<file path="src/rtl/memory_test_pkg.sv">
// rtl/memory_test_pkg.sv - shared types, defaults and init pattern for RAM writer/reader
package memory_test_pkg;

    localparam int ADDR_W_DEF = 10;
    localparam int DATA_W_DEF = 8;

    typedef enum logic [1:0] {
        ST_IDLE  = 2'd0,
        ST_ISSUE = 2'd1,
        ST_DRAIN = 2'd2,
        ST_DONE  = 2'd3
    } rb_state_t;

    // Init pattern: each word holds the low data_w bits of its own address
    function automatic logic [31:0] expected_word(input logic [31:0] addr, input int data_w);
        logic [31:0] mask;
        mask = (data_w >= 32) ? 32'hFFFF_FFFF : ((32'd1 << data_w) - 32'd1);
        return addr & mask;
    endfunction

endpackage

</file>
<file path="src/rtl/read_tag_pipe.sv">
// rtl/read_tag_pipe.sv - RD_LATENCY-deep {valid, addr} tag shift register tracking RAM reads
module read_tag_pipe #(
    parameter int DEPTH  = 2,
    parameter int ADDR_W = 10
) (
    input  logic              clk,
    input  logic              rst_n,
    input  logic              in_valid,
    input  logic [ADDR_W-1:0] in_addr,
    output logic              out_valid,
    output logic [ADDR_W-1:0] out_addr
);

    logic [DEPTH-1:0] vld;
    logic [ADDR_W-1:0] adr [DEPTH];

    // Shift tags one stage per cycle; reset drops in-flight reads
    always_ff @(posedge clk) begin
        if (!rst_n) begin
            vld <= '0;
            for (int i = 0; i < DEPTH; i++) begin
                adr[i] <= '0;
            end
        end else begin
            vld[0] <= in_valid;
            adr[0] <= in_addr;
            for (int i = 1; i < DEPTH; i++) begin
                vld[i] <= vld[i-1];
                adr[i] <= adr[i-1];
            end
        end
    end

    assign out_valid = vld[DEPTH-1];
    assign out_addr  = adr[DEPTH-1];

endmodule

</file>
<file path="src/rtl/memory_readback_fsm.sv">
// rtl/memory_readback_fsm.sv - sweeps RAM, checks init pattern, streams words and reports errors
module memory_readback_fsm
    import memory_test_pkg::*;
#(
    parameter int ADDR_W     = ADDR_W_DEF,
    parameter int DATA_W     = DATA_W_DEF,
    parameter int FIRST_ADDR = 0,
    parameter int LAST_ADDR  = 255,
    parameter int RD_LATENCY = 2
) (
    input  logic              clk,
    input  logic              rst_n,
    input  logic              start,
    output logic [ADDR_W-1:0] address,
    output logic              rden,
    input  logic [DATA_W-1:0] rddata,
    output logic [DATA_W-1:0] dout,
    output logic [ADDR_W-1:0] dout_addr,
    output logic              dout_valid,
    output logic              busy,
    output logic              done,
    output logic              pass,
    output logic [ADDR_W:0]   err_count,
    output logic [ADDR_W-1:0] first_err_addr,
    output logic [DATA_W-1:0] first_err_data
);

    localparam logic [ADDR_W-1:0] FIRST_A = ADDR_W'(FIRST_ADDR);
    localparam logic [ADDR_W-1:0] LAST_A  = ADDR_W'(LAST_ADDR);
    localparam logic [ADDR_W:0]   ERR_MAX = '1;

    rb_state_t         state;
    logic              tag_valid;
    logic [ADDR_W-1:0] tag_addr;
    logic              mismatch;
    logic              last_tag;
    logic [ADDR_W:0]   err_next;

    read_tag_pipe #(
        .DEPTH  (RD_LATENCY),
        .ADDR_W (ADDR_W)
    ) u_tags (
        .clk       (clk),
        .rst_n     (rst_n),
        .in_valid  (rden),
        .in_addr   (address),
        .out_valid (tag_valid),
        .out_addr  (tag_addr)
    );

    // Compare the retiring read against the pattern and form the saturating error count
    always_comb begin
        mismatch = tag_valid && (rddata != DATA_W'(expected_word(32'(tag_addr), DATA_W)));
        last_tag = tag_valid && (tag_addr == LAST_A);
        err_next = err_count;
        if (mismatch && (err_count != ERR_MAX)) begin
            err_next = err_count + 1'b1;
        end
    end

    // Sweep control plus registered compare/stream outputs
    always_ff @(posedge clk) begin
        if (!rst_n) begin
            state          <= ST_IDLE;
            address        <= '0;
            rden           <= 1'b0;
            dout           <= '0;
            dout_addr      <= '0;
            dout_valid     <= 1'b0;
            busy           <= 1'b0;
            done           <= 1'b0;
            pass           <= 1'b0;
            err_count      <= '0;
            first_err_addr <= '0;
            first_err_data <= '0;
        end else begin
            dout_valid <= tag_valid;
            if (tag_valid) begin
                dout      <= rddata;
                dout_addr <= tag_addr;
            end
            err_count <= err_next;
            if (mismatch && (err_count == '0)) begin
                first_err_addr <= tag_addr;
                first_err_data <= rddata;
            end

            case (state)
                ST_IDLE, ST_DONE: begin
                    // No reads are in flight here, so clearing the counters loses nothing
                    if (start) begin
                        state          <= ST_ISSUE;
                        address        <= FIRST_A;
                        rden           <= 1'b1;
                        busy           <= 1'b1;
                        done           <= 1'b0;
                        pass           <= 1'b0;
                        err_count      <= '0;
                        first_err_addr <= '0;
                        first_err_data <= '0;
                    end
                end
                ST_ISSUE: begin
                    if (address == LAST_A) begin
                        state <= ST_DRAIN;
                        rden  <= 1'b0;
                    end else begin
                        address <= address + 1'b1;
                    end
                end
                ST_DRAIN: begin
                    // Addresses retire in order, so the last tag marks the end of the sweep
                    if (last_tag) begin
                        state <= ST_DONE;
                        busy  <= 1'b0;
                        done  <= 1'b1;
                        pass  <= (err_next == '0);
                    end
                end
                default: state <= ST_IDLE;
            endcase
        end
    end

endmodule

</file>
<file path="config.mk">
export PLATFORM = sky130hd
export DESIGN_NAME = memory_readback_fsm
export DESIGN_NICKNAME = d
export VERILOG_FILES = /design/src/rtl/memory_test_pkg.sv /design/src/rtl/read_tag_pipe.sv /design/src/rtl/memory_readback_fsm.sv
export SDC_FILE = /design/constraint.sdc
export NUM_CORES = 1
export LEC_CHECK = 0
export ABC_AREA = 1
export CORE_MARGIN = 8
export CORE_UTILIZATION = 52
export DETAILED_ROUTE_END_ITERATION = 8
export PLACE_DENSITY = 0.8
export SETUP_SLACK_MARGIN = 0.02
export SYNTH_ARGS = -nofsm -noshare
export SYNTH_HDL_FRONTEND = slang
export SYNTH_HIERARCHICAL = 1
export SYNTH_SLANG_ARGS = --single-unit
</file>
<file path="constraint.sdc">
create_clock -name clk -period 2.1 [get_ports clk]
set_input_delay 0.42 -clock clk [delete_from_list [all_inputs] [get_ports clk]]
set_output_delay 0.42 -clock clk [all_outputs]
set_load 0.01 [all_outputs]
</file>
==> key figures, run 1 <==
Status
  – Run status: finished clean

Drt
  – Total iterations of the first detailed-routing run: 4
  – Final Routed Wirelength: between 9000 and 10000 µm
  – Detailed router's first-iteration violation count: roughly 130
  – Total number of vias: 3291
  – Number of remaining DRC errors: 0
  – Mean routed wirelength per cell: around 14 µm
  – Ratio of routed vias to standard cells: ~4.8
  – Number of antenna-violating nets in the routed design: 0

Timing
  – Worst hold slack across all endpoints: 0.4186 ns
  – Slew headroom: 0.7779
  – RSZ-0062 raised after global routing: false
  – Final number of max-transition violations: 0
  – Slew at the pin with the worst max-slew slack: between 0.3 and 0.4 ns
  – Fraction of the cycle the final worst path needs: 0.9088
  – Worst clock skew: between 0.01 and 0.015 ns
  – Shortest period the worst path allows: roughly 1.9 ns
  – Final hold vios: 0
  – Final Worst Setup Slack: roughly 0.19 ns
  – Setup-violating endpoint count in the final report: 0
  – Peak Freq: between 500 and 600 MHz

Yosys
  – Yosys top cell by area: sky130_fd_sc_hd__dfxtp_1
  – Leading cell types by count after synthesis: 100 x sky130_fd_sc_hd__nand2_1, 86 x sky130_fd_sc_hd__dfxtp_1, 84 x sky130_fd_sc_hd__inv_1, 46 x sky130_fd_sc_hd__a21oi_1, 41 x sky130_fd_sc_hd__nor2_1
  – Post-synthesis cell area: ~3800 µm²
  – Async set-reset flop share out of synthesis: 0
  – Primary flip-flop cell chosen by synthesis mapping: sky130_fd_sc_hd__dfxtp_1
  – Yosys warning count: 6
  – Synth Register Bits: 86
  – Sequential-to-total area share from yosys stat: 0.4552
  – Top cells by area, synth: sky130_fd_sc_hd__dfxtp_1 46%, sky130_fd_sc_hd__nand2_1 9.9%, sky130_fd_sc_hd__inv_1 8.3%
  – Number of instances in the synthesized netlist: approximately 500
  – Count leader, synth: sky130_fd_sc_hd__nand2_1
  – Average instance area after synthesis: between 7 and 8 µm²
  – Synth top area share: 0.4552
  – Count of cell types in the netlist: 34
  – Nets in the synthesized netlist: 518
  – Count of flip-flops with a built-in enable after synthesis: 0

Setup path
  – Startpoint of the most critical register-to-register path: state[0]
  – Critical Setup Path Class: in2reg
  – Number of cells on the critical path: 14
  – Worst path top cell family by delay: simple AND/OR/NAND/NOR gates
  – Reg-to-reg slack, setup: 0.21 ns
  – Top cell by count, worst path: sky130_fd_sc_hd__nand2_1
  – Worst Path Max Fanout: 11
  – Critical path's slowest cell: sky130_fd_sc_hd__clkdlybuf4s50_1
  – Required time reported for the critical path endpoint: 2.39 ns
  – Arrival time reported for the critical path endpoint: approximately 2.2 ns
  – Capturing instance or port of the critical path: pass
  – Worst flop-to-flop path endpoint: address[8]
  – Largest stage delay, worst path: between 0.4 and 0.5 ns
  – Setup crit start: rddata[2]
  – Critical path startpoint category: input port
  – Critical-path cell list: clkdlybuf4s50_1 -> inv_1 -> nand2_1 -> nand2_1 -> nand2_1 -> nor2_2 -> nand2_8 -> nand3_2 -> nand2_1 -> o21ai_2 -> nand3_2 -> nor2_1 -> nand2_1 -> a21oi_2
  – Worst Reg-to-Reg Cells: 10
  – Endpoint kind of the worst setup timing path: flop
  – Sum of buffers and inverters on the critical path: 2

Clock tree
  – Number of buffers inserted during clock tree synthesis: 9
  – Cell at the root of the clock tree: sky130_fd_sc_hd__clkbuf_8
  – TritonCTS clock tree: done
  – Number of buffers inserted by post-CTS setup repair: 0
  – Total number of H-tree levels: 3
  – Deepest clock path buffer count: 2
  – Clk_lat worst skew: ~0.35 ns
  – Sinks on Clock Net: between 80 and 90
  – CTS clock-pin slew for the worst setup and hold paths: around 0.090 ns

Floorplan
  – Number of placement rows: 31
  – Number of ports placed on the die boundary: 73
  – Effective utilization at floorplan: 0.5300
  – CORE AREA: around 7100 µm²
  – Area enclosed by the die boundary: a little over 10000 µm²
  – Die Width: 101.3 µm
  – Chip Height: approximately 100 µm

Global route
  – Met2 Usage GRT: 0.2910
  – Fraction of met3 tracks used by global routing: 0.04948
  – Most Crowded Layer GR: met2
  – Largest net degree at the start of global routing: 37
  – Number of global-route vias before repair: between 3000 and 4000
  – Initial antenna violation count: 0
  – All-layer global routing usage: 0.1836
  – Met1 demand-to-capacity share in global routing: 0.2316
  – Global-route wire length before repair: between 10000 and 15000 µm
  – Global route overflow: 0

Layout
  – Layout cells sized above 1: 0.1102
  – Nets: 593
  – Area growth from synthesis to layout: 26.43%
  – Number of antenna cells inserted: 0
  – Number of cells in the finished layout apart from fillers: around 700
  – Post-route standard cell area excluding fillers: ~4800 µm²

Flow run
  – Maximum Capacitance Violations: 0

Power
  – Relative contribution of sequential cells to total power: 0.473
  – Largest voltage drop on the vdd net: 0.0008205 V
  – Pleak: 0.002074 µW
  – Fraction of power spent switching nets: 0.3214
  – Total power density per cell area: between 800 and 900 nW/µm²
  – Sw Pwr: approximately 1300 µW
  – Relative contribution of combinational cells to total power: 0.252
  – Internal power of the cells: roughly 2700 µW
  – Clock group share of total power: 0.276

Placement
  – Area after detailed placement: roughly 4600 µm²
  – DP Wirelength: approximately 7000 µm
  – Final Wtd Congestion: between 0.8 and 0.9
  – Placement Setup Slack: -0.1307 ns
  – Cell count after placement: 663
  – Number of port buffers: between 70 and 80

Min path
  – Hold Path Class: reg2reg
==> cells in the final DEF, fill, tap and decap left out, types with 2 or more instances in the layout <==
cell type | netlist | layout
sky130_fd_sc_hd__xnor2_1 | 3 | 3
sky130_fd_sc_hd__ha_1 | 6 | 6
sky130_fd_sc_hd__buf_4 | 12 | 15
sky130_fd_sc_hd__nor2_1 | 41 | 41
sky130_fd_sc_hd__nand3_2 | 1 | 2
sky130_fd_sc_hd__o21ai_0 | 34 | 34
sky130_fd_sc_hd__clkinv_4 | 1 | 3
sky130_fd_sc_hd__o21ai_2 | 3 | 3
sky130_fd_sc_hd__clkinvlp_4 | 0 | 2
sky130_fd_sc_hd__nand2_8 | 2 | 2
sky130_fd_sc_hd__clkdlybuf4s50_1 | 0 | 72
sky130_fd_sc_hd__nand4_1 | 13 | 13
sky130_fd_sc_hd__a21oi_1 | 46 | 46
sky130_fd_sc_hd__nand3_1 | 12 | 12
sky130_fd_sc_hd__inv_2 | 6 | 6
sky130_fd_sc_hd__nor2_4 | 3 | 3
sky130_fd_sc_hd__nand2_1 | 100 | 100
sky130_fd_sc_hd__nand2_2 | 9 | 9
sky130_fd_sc_hd__clkbuf_8 | 0 | 10
sky130_fd_sc_hd__xor2_1 | 3 | 3
sky130_fd_sc_hd__inv_1 | 84 | 84
sky130_fd_sc_hd__o21ai_1 | 11 | 11
sky130_fd_sc_hd__dfxtp_1 | 86 | 85
sky130_fd_sc_hd__a211oi_1 | 3 | 3
==> through the flow <==
step | setup TNS [ns] | utilization | power (µW)
2_1_floorplan | 0 | - | 2494
3_3_place_gp | -0.3424 | 0.6418 | 2857
3_5_place_dp | -1.054 | 0.6418 | 2892
4_1_cts | 0 | 0.6685 | 3973
5_1_grt | 0 | 0.6701 | 4178
6_report | 0 | 0.6701 | 3937
==> repair_timing <==
item | 4_1_cts | 5_1_grt
setup endpoints to repair | 0 | 1
resized for setup | 0 | 1
hold buffers | 0 | 0
==> metal layers <==
layer | wire, µm | part of all wire
met3 | 604 | 0.066
met5 | 0 | 0
met4 | 99 | 0.011
met1 | 4221 | 0.46
met2 | 4264 | 0.46
==> how the worst min path moves through the flow <==
| stage | from | depth (start not counted) | end |
|---|---|---|---|
| 3_5_place_dp | u_tags/adr[0][5] | 2 | u_tags/adr[0][15] |
| 3_3_place_gp | u_tags/adr[0][9] | 2 | u_tags/adr[0][19] |
| 4_1_cts | u_tags/adr[0][9] | 2 | u_tags/adr[0][19] |
| 2_1_floorplan | u_tags/adr[0][8] | 2 | u_tags/adr[0][18] |
| 5_1_grt | u_tags/adr[0][3] | 2 | u_tags/adr[0][13] |
| 6_report | u_tags/adr[0][3] | 2 | u_tags/adr[0][13] |
==> cells by family (layout without fill, tap and decap cells) <==
group | count (synthesis) | in the layout | share of synthesized area
and+or+nand+nor | 187 | 188 | 0.2319
xor gates and xnor gates | 6 | 6 | 0.01390
adders and majority gates | 6 | 6 | 0.01985
DFF | 86 | 86 | 0.4552
AOI/OAI and AO/OA | 100 | 100 | 0.1403
buffers and inverters | 116 | 195 | 0.1389
==> state kept, by name, indices dropped and copies added, names as in the netlist, 8 cells and up <==
signal          flops
first_err_addr     10
dout                8
err_count          11
u_tags/adr         20
dout_addr          10
address            10
first_err_data      8
==> final cells by class <==
class                   instances  area [µm²]
fillers                       622        2355
flip-flops and latches         86        1723
multi-input cells             300        1545
repair buffers                 88       853.3
inverters                      91       346.6
clock buffers                  10       137.6
well taps                      99       123.9
clock inverters                 6       52.55
==> worst reg2reg max path, stage by stage, from the launching register on <==
cell and delay, ns:
sky130_fd_sc_hd__dfxtp_1 0.37, sky130_fd_sc_hd__inv_1 0.07, sky130_fd_sc_hd__ha_1 0.33, sky130_fd_sc_hd__o21ai_0 0.27
sky130_fd_sc_hd__o21ai_2 0.13, sky130_fd_sc_hd__nor2_1 0.17, sky130_fd_sc_hd__inv_2 0.05, sky130_fd_sc_hd__nor2_1 0.18
sky130_fd_sc_hd__nand3_1 0.10, sky130_fd_sc_hd__nand2_1 0.07, sky130_fd_sc_hd__a21oi_1 0.04
==> power by group through the flow <==
stage	logic, µW	registers, µW	clock network (µW)
floorplan	568	1930	0
global placement	965	1890	0
detailed placement	994	1900	0
CTS	1000	1860	1110
global route	1120	1880	1180
finish	991	1860	1090
No activity file was read; power rests on OpenSTA's default activity.
==> inputs of run 2 (changes only) <==
Settings changed: HOLD_SLACK_MARGIN from default to 0.06, PLACE_DENSITY 0.8 to 0.79.
==> run 2 against run 1 <==
  * Global-route usage decreased by 1.3 points
  * Via count increased by 0.82%
  * Sequential share of layout area increased by 0.097 points
  * Register-to-register slack improved by 0.08 ns
  * Combinational power decreased by 0.4%
  * Final area decreased by 0.34%
==> key figures, run 2 (synthesized netlist as in run 1, its figures left out) <==
Setup path
  – Endpoint kind of the worst setup timing path: output pin
  – Startpoint of the most critical register-to-register path: address[3]
  – Critical path startpoint category: flop
  – Reg-to-reg slack, setup: 0.29 ns (+0.08 ns)
  – Arrival time reported for the critical path endpoint: 1.50 ns (-0.69 ns)
  – Worst path top cell family by delay: buffers and inverters
  – Largest stage delay, worst path: 0.61 ns (+0.16 ns)
  – Number of cells on the critical path: 1 (-13)
  – Critical Setup Path Class: reg2out
  – Setup crit start: err_count[5]
  – Sum of buffers and inverters on the critical path: 1 (-1)
  – Worst Reg-to-Reg Cells: 11 (+1)
  – Required time reported for the critical path endpoint: 1.68 ns (-0.71 ns)
  – Capturing instance or port of the critical path: err_count[5]
  – Worst flop-to-flop path endpoint: address[5]
  – Critical-path cell list: clkdlybuf4s50_1
  – Critical path's slowest cell: sky130_fd_sc_hd__clkdlybuf4s50_1
  – Worst Path Max Fanout: 8 (-3)

Floorplan
  – CORE AREA: 7137 µm² (unchanged)
  – Area enclosed by the die boundary: 10260 µm² (unchanged)
  – Number of ports placed on the die boundary: 73 (unchanged)
  – Number of placement rows: 31 (unchanged)
  – Die Width: 101.3 µm (unchanged)
  – Chip Height: 101.3 µm (unchanged)
  – Effective utilization at floorplan: 0.5300 (unchanged)

Placement
  – Cell count after placement: 663 (unchanged)
  – Number of port buffers: 72 (unchanged)
  – Final Wtd Congestion: 0.9251 (+4.5%)
  – DP Wirelength: 6489 µm (-7.7%)

Layout
  – Number of cells in the finished layout apart from fillers: 679 (-0.15%)
  – Area growth from synthesis to layout: 26.00%
  – Nets: 592 (-0.17%)
  – Core occupancy in the finished layout: 0.6678 (-0.002279)
  – Most frequent standard cell in the layout excluding fill and tap cells: sky130_fd_sc_hd__nand2_1
  – Number of filler instances in the final layout: 605 (-2.7%)
  – Number of antenna cells inserted: 0 (unchanged)
  – Most used cells in the layout excluding fill and tap cells: 100 x sky130_fd_sc_hd__nand2_1, 86 x sky130_fd_sc_hd__dfxtp_1, 84 x sky130_fd_sc_hd__inv_1
  – Area occupied by multi-input gates: 1535 µm² (-0.65%)
  – Area occupied by registers: 1722 µm² (about the same)
  – Layout cells sized above 1: 0.1052 (-0.004982)
  – Regs by FF count: u_tags/adr (20), err_count (11)
  – Largest reg by FF count: u_tags/adr
  – Number of flip-flops under the largest register name: 20 (unchanged)

Timing
  – Setup-violating endpoint count in the final report: 0 (unchanged)
  – Peak Freq: 521.5 MHz (-0.47%)
  – Slew at the pin with the worst max-slew slack: 0.4162 ns (+0.08348 ns)
  – Worst clock skew: 0.01290 ns (+0.0004670 ns)
  – RSZ-0062 raised after global routing: false
  – Shortest period the worst path allows: 1.917 ns (+0.008957 ns)
  – Final number of max-transition violations: 0 (unchanged)
  – Final hold vios: 0 (unchanged)
  – Worst hold slack across all endpoints: 0.4121 ns (-0.006456 ns)
  – Final sum of negative setup slack: 0 ns (unchanged)
  – Fraction of the cycle the final worst path needs: 0.9131 (+0.004265)
  – Slew headroom: 0.7225 (-0.05541)

Power
  – Largest voltage drop on the vdd net: 0.0008760 V (+6.8%)
  – Total power density per cell area: 813.2 nW/µm² (-1.2%)
  – Total power: 3875 µW (-1.6%)
  – Pleak: 0.002066 µW (-0.39%)

Global route
  – Initial antenna violation count: 0 (unchanged)
  – Largest net degree at the start of global routing: 45 (+22%)
  – Global route overflow: 0 (unchanged)
  – Global-route wire length before repair: 14080 µm (-4.9%)
  – All-layer global routing usage: 0.1709 (-0.01269)
  – Number of global-route vias before repair: 3081 (-0.42%)

Clock tree
  – Sinks on Clock Net: 86 (unchanged)
  – TritonCTS clock tree: done
  – Number of buffers inserted during clock tree synthesis: 9 (unchanged)
  – Cell at the root of the clock tree: sky130_fd_sc_hd__clkbuf_8
  – Deepest clock path buffer count: 2 (unchanged)
  – Hold-fix buffers at CTS: 0 (unchanged)
  – Clk_lat worst skew: 0.35 ns (about the same)
  – CTS clock-pin slew for the worst setup and hold paths: 0.09 ns (about the same)
  – Total number of H-tree levels: 3 (unchanged)

Min path
  – Hold Path Class: reg2reg
  – Depth of the worst hold-timing path: 2 (unchanged)
  – Hold path startpoint: u_tags/vld[0]

Status
  – Run status: finished clean

Drt
  – Total iterations of the first detailed-routing run: 4 (unchanged)
  – Number of antenna-violating nets in the routed design: 0 (unchanged)
  – Number of remaining DRC errors: 0 (unchanged)
  – Mean routed wirelength per cell: 12.70 µm (-6.0%)
  – Ratio of routed vias to standard cells: 4.887 (+0.97%)
  – Detailed router's first-iteration violation count: 139 (+7.8%)
  – Total number of vias: 3318 (+0.82%)
  – Final Routed Wirelength: 8626 µm (-6.1%)

Flow run
  – Maximum Capacitance Violations: 0 (unchanged)
run 2: layout make-up:
class                      count  area share
clock inverter                 6    0.009451
tap                           99     0.02599
multi-input combinational    299      0.3221
clock buffer                  10     0.02678
inverter                      91     0.07272
sequential                    86      0.3612
timing repair buffer          88      0.1817
run 2: power breakdown:
group	switching (µW)	total (µW)	internal [µW]
Combinational	559	987	428
Clock	597	1030	436
Sequential	89.4	1860	1770
Total	1250	3880	2630
run 2: worst min-delay path by stage:
stage	to	slack, ns
finish	u_tags/vld[1]	0.41
global placement	u_tags/adr[0][14]	0.39
detailed placement	u_tags/vld[1]	0.40
global route	u_tags/vld[1]	0.42
CTS	u_tags/vld[1]	0.41
floorplan	u_tags/adr[0][18]	0.39
run 2: what timing repair did:
item                                    CTS  global route
gates resized for setup                   0             1
buffers inserted                          0             0
endpoints found under the setup margin    0             1
run 2: metrics by stage:
stage | setup WS [ns] | instance area [µm²]
6_report | 0.1826 | 4766
5_1_grt | 0.02514 | 4766
3_5_place_dp | -0.1058 | 4593
3_3_place_gp | -0.09047 | 4593
2_1_floorplan | 0.3395 | 3782
4_1_cts | 0.1722 | 4766
run 2: per-layer routing:
metal	routed length, µm	track usage	up-vias	share of wire
li1	-	-	1708	-
met1	4076	0.2204	1503	0.47
met2	3856	0.2672	97	0.45
met3	575	0.04811	10	0.067
met4	117	0.05842	0	0.014
met5	0	0	-	0
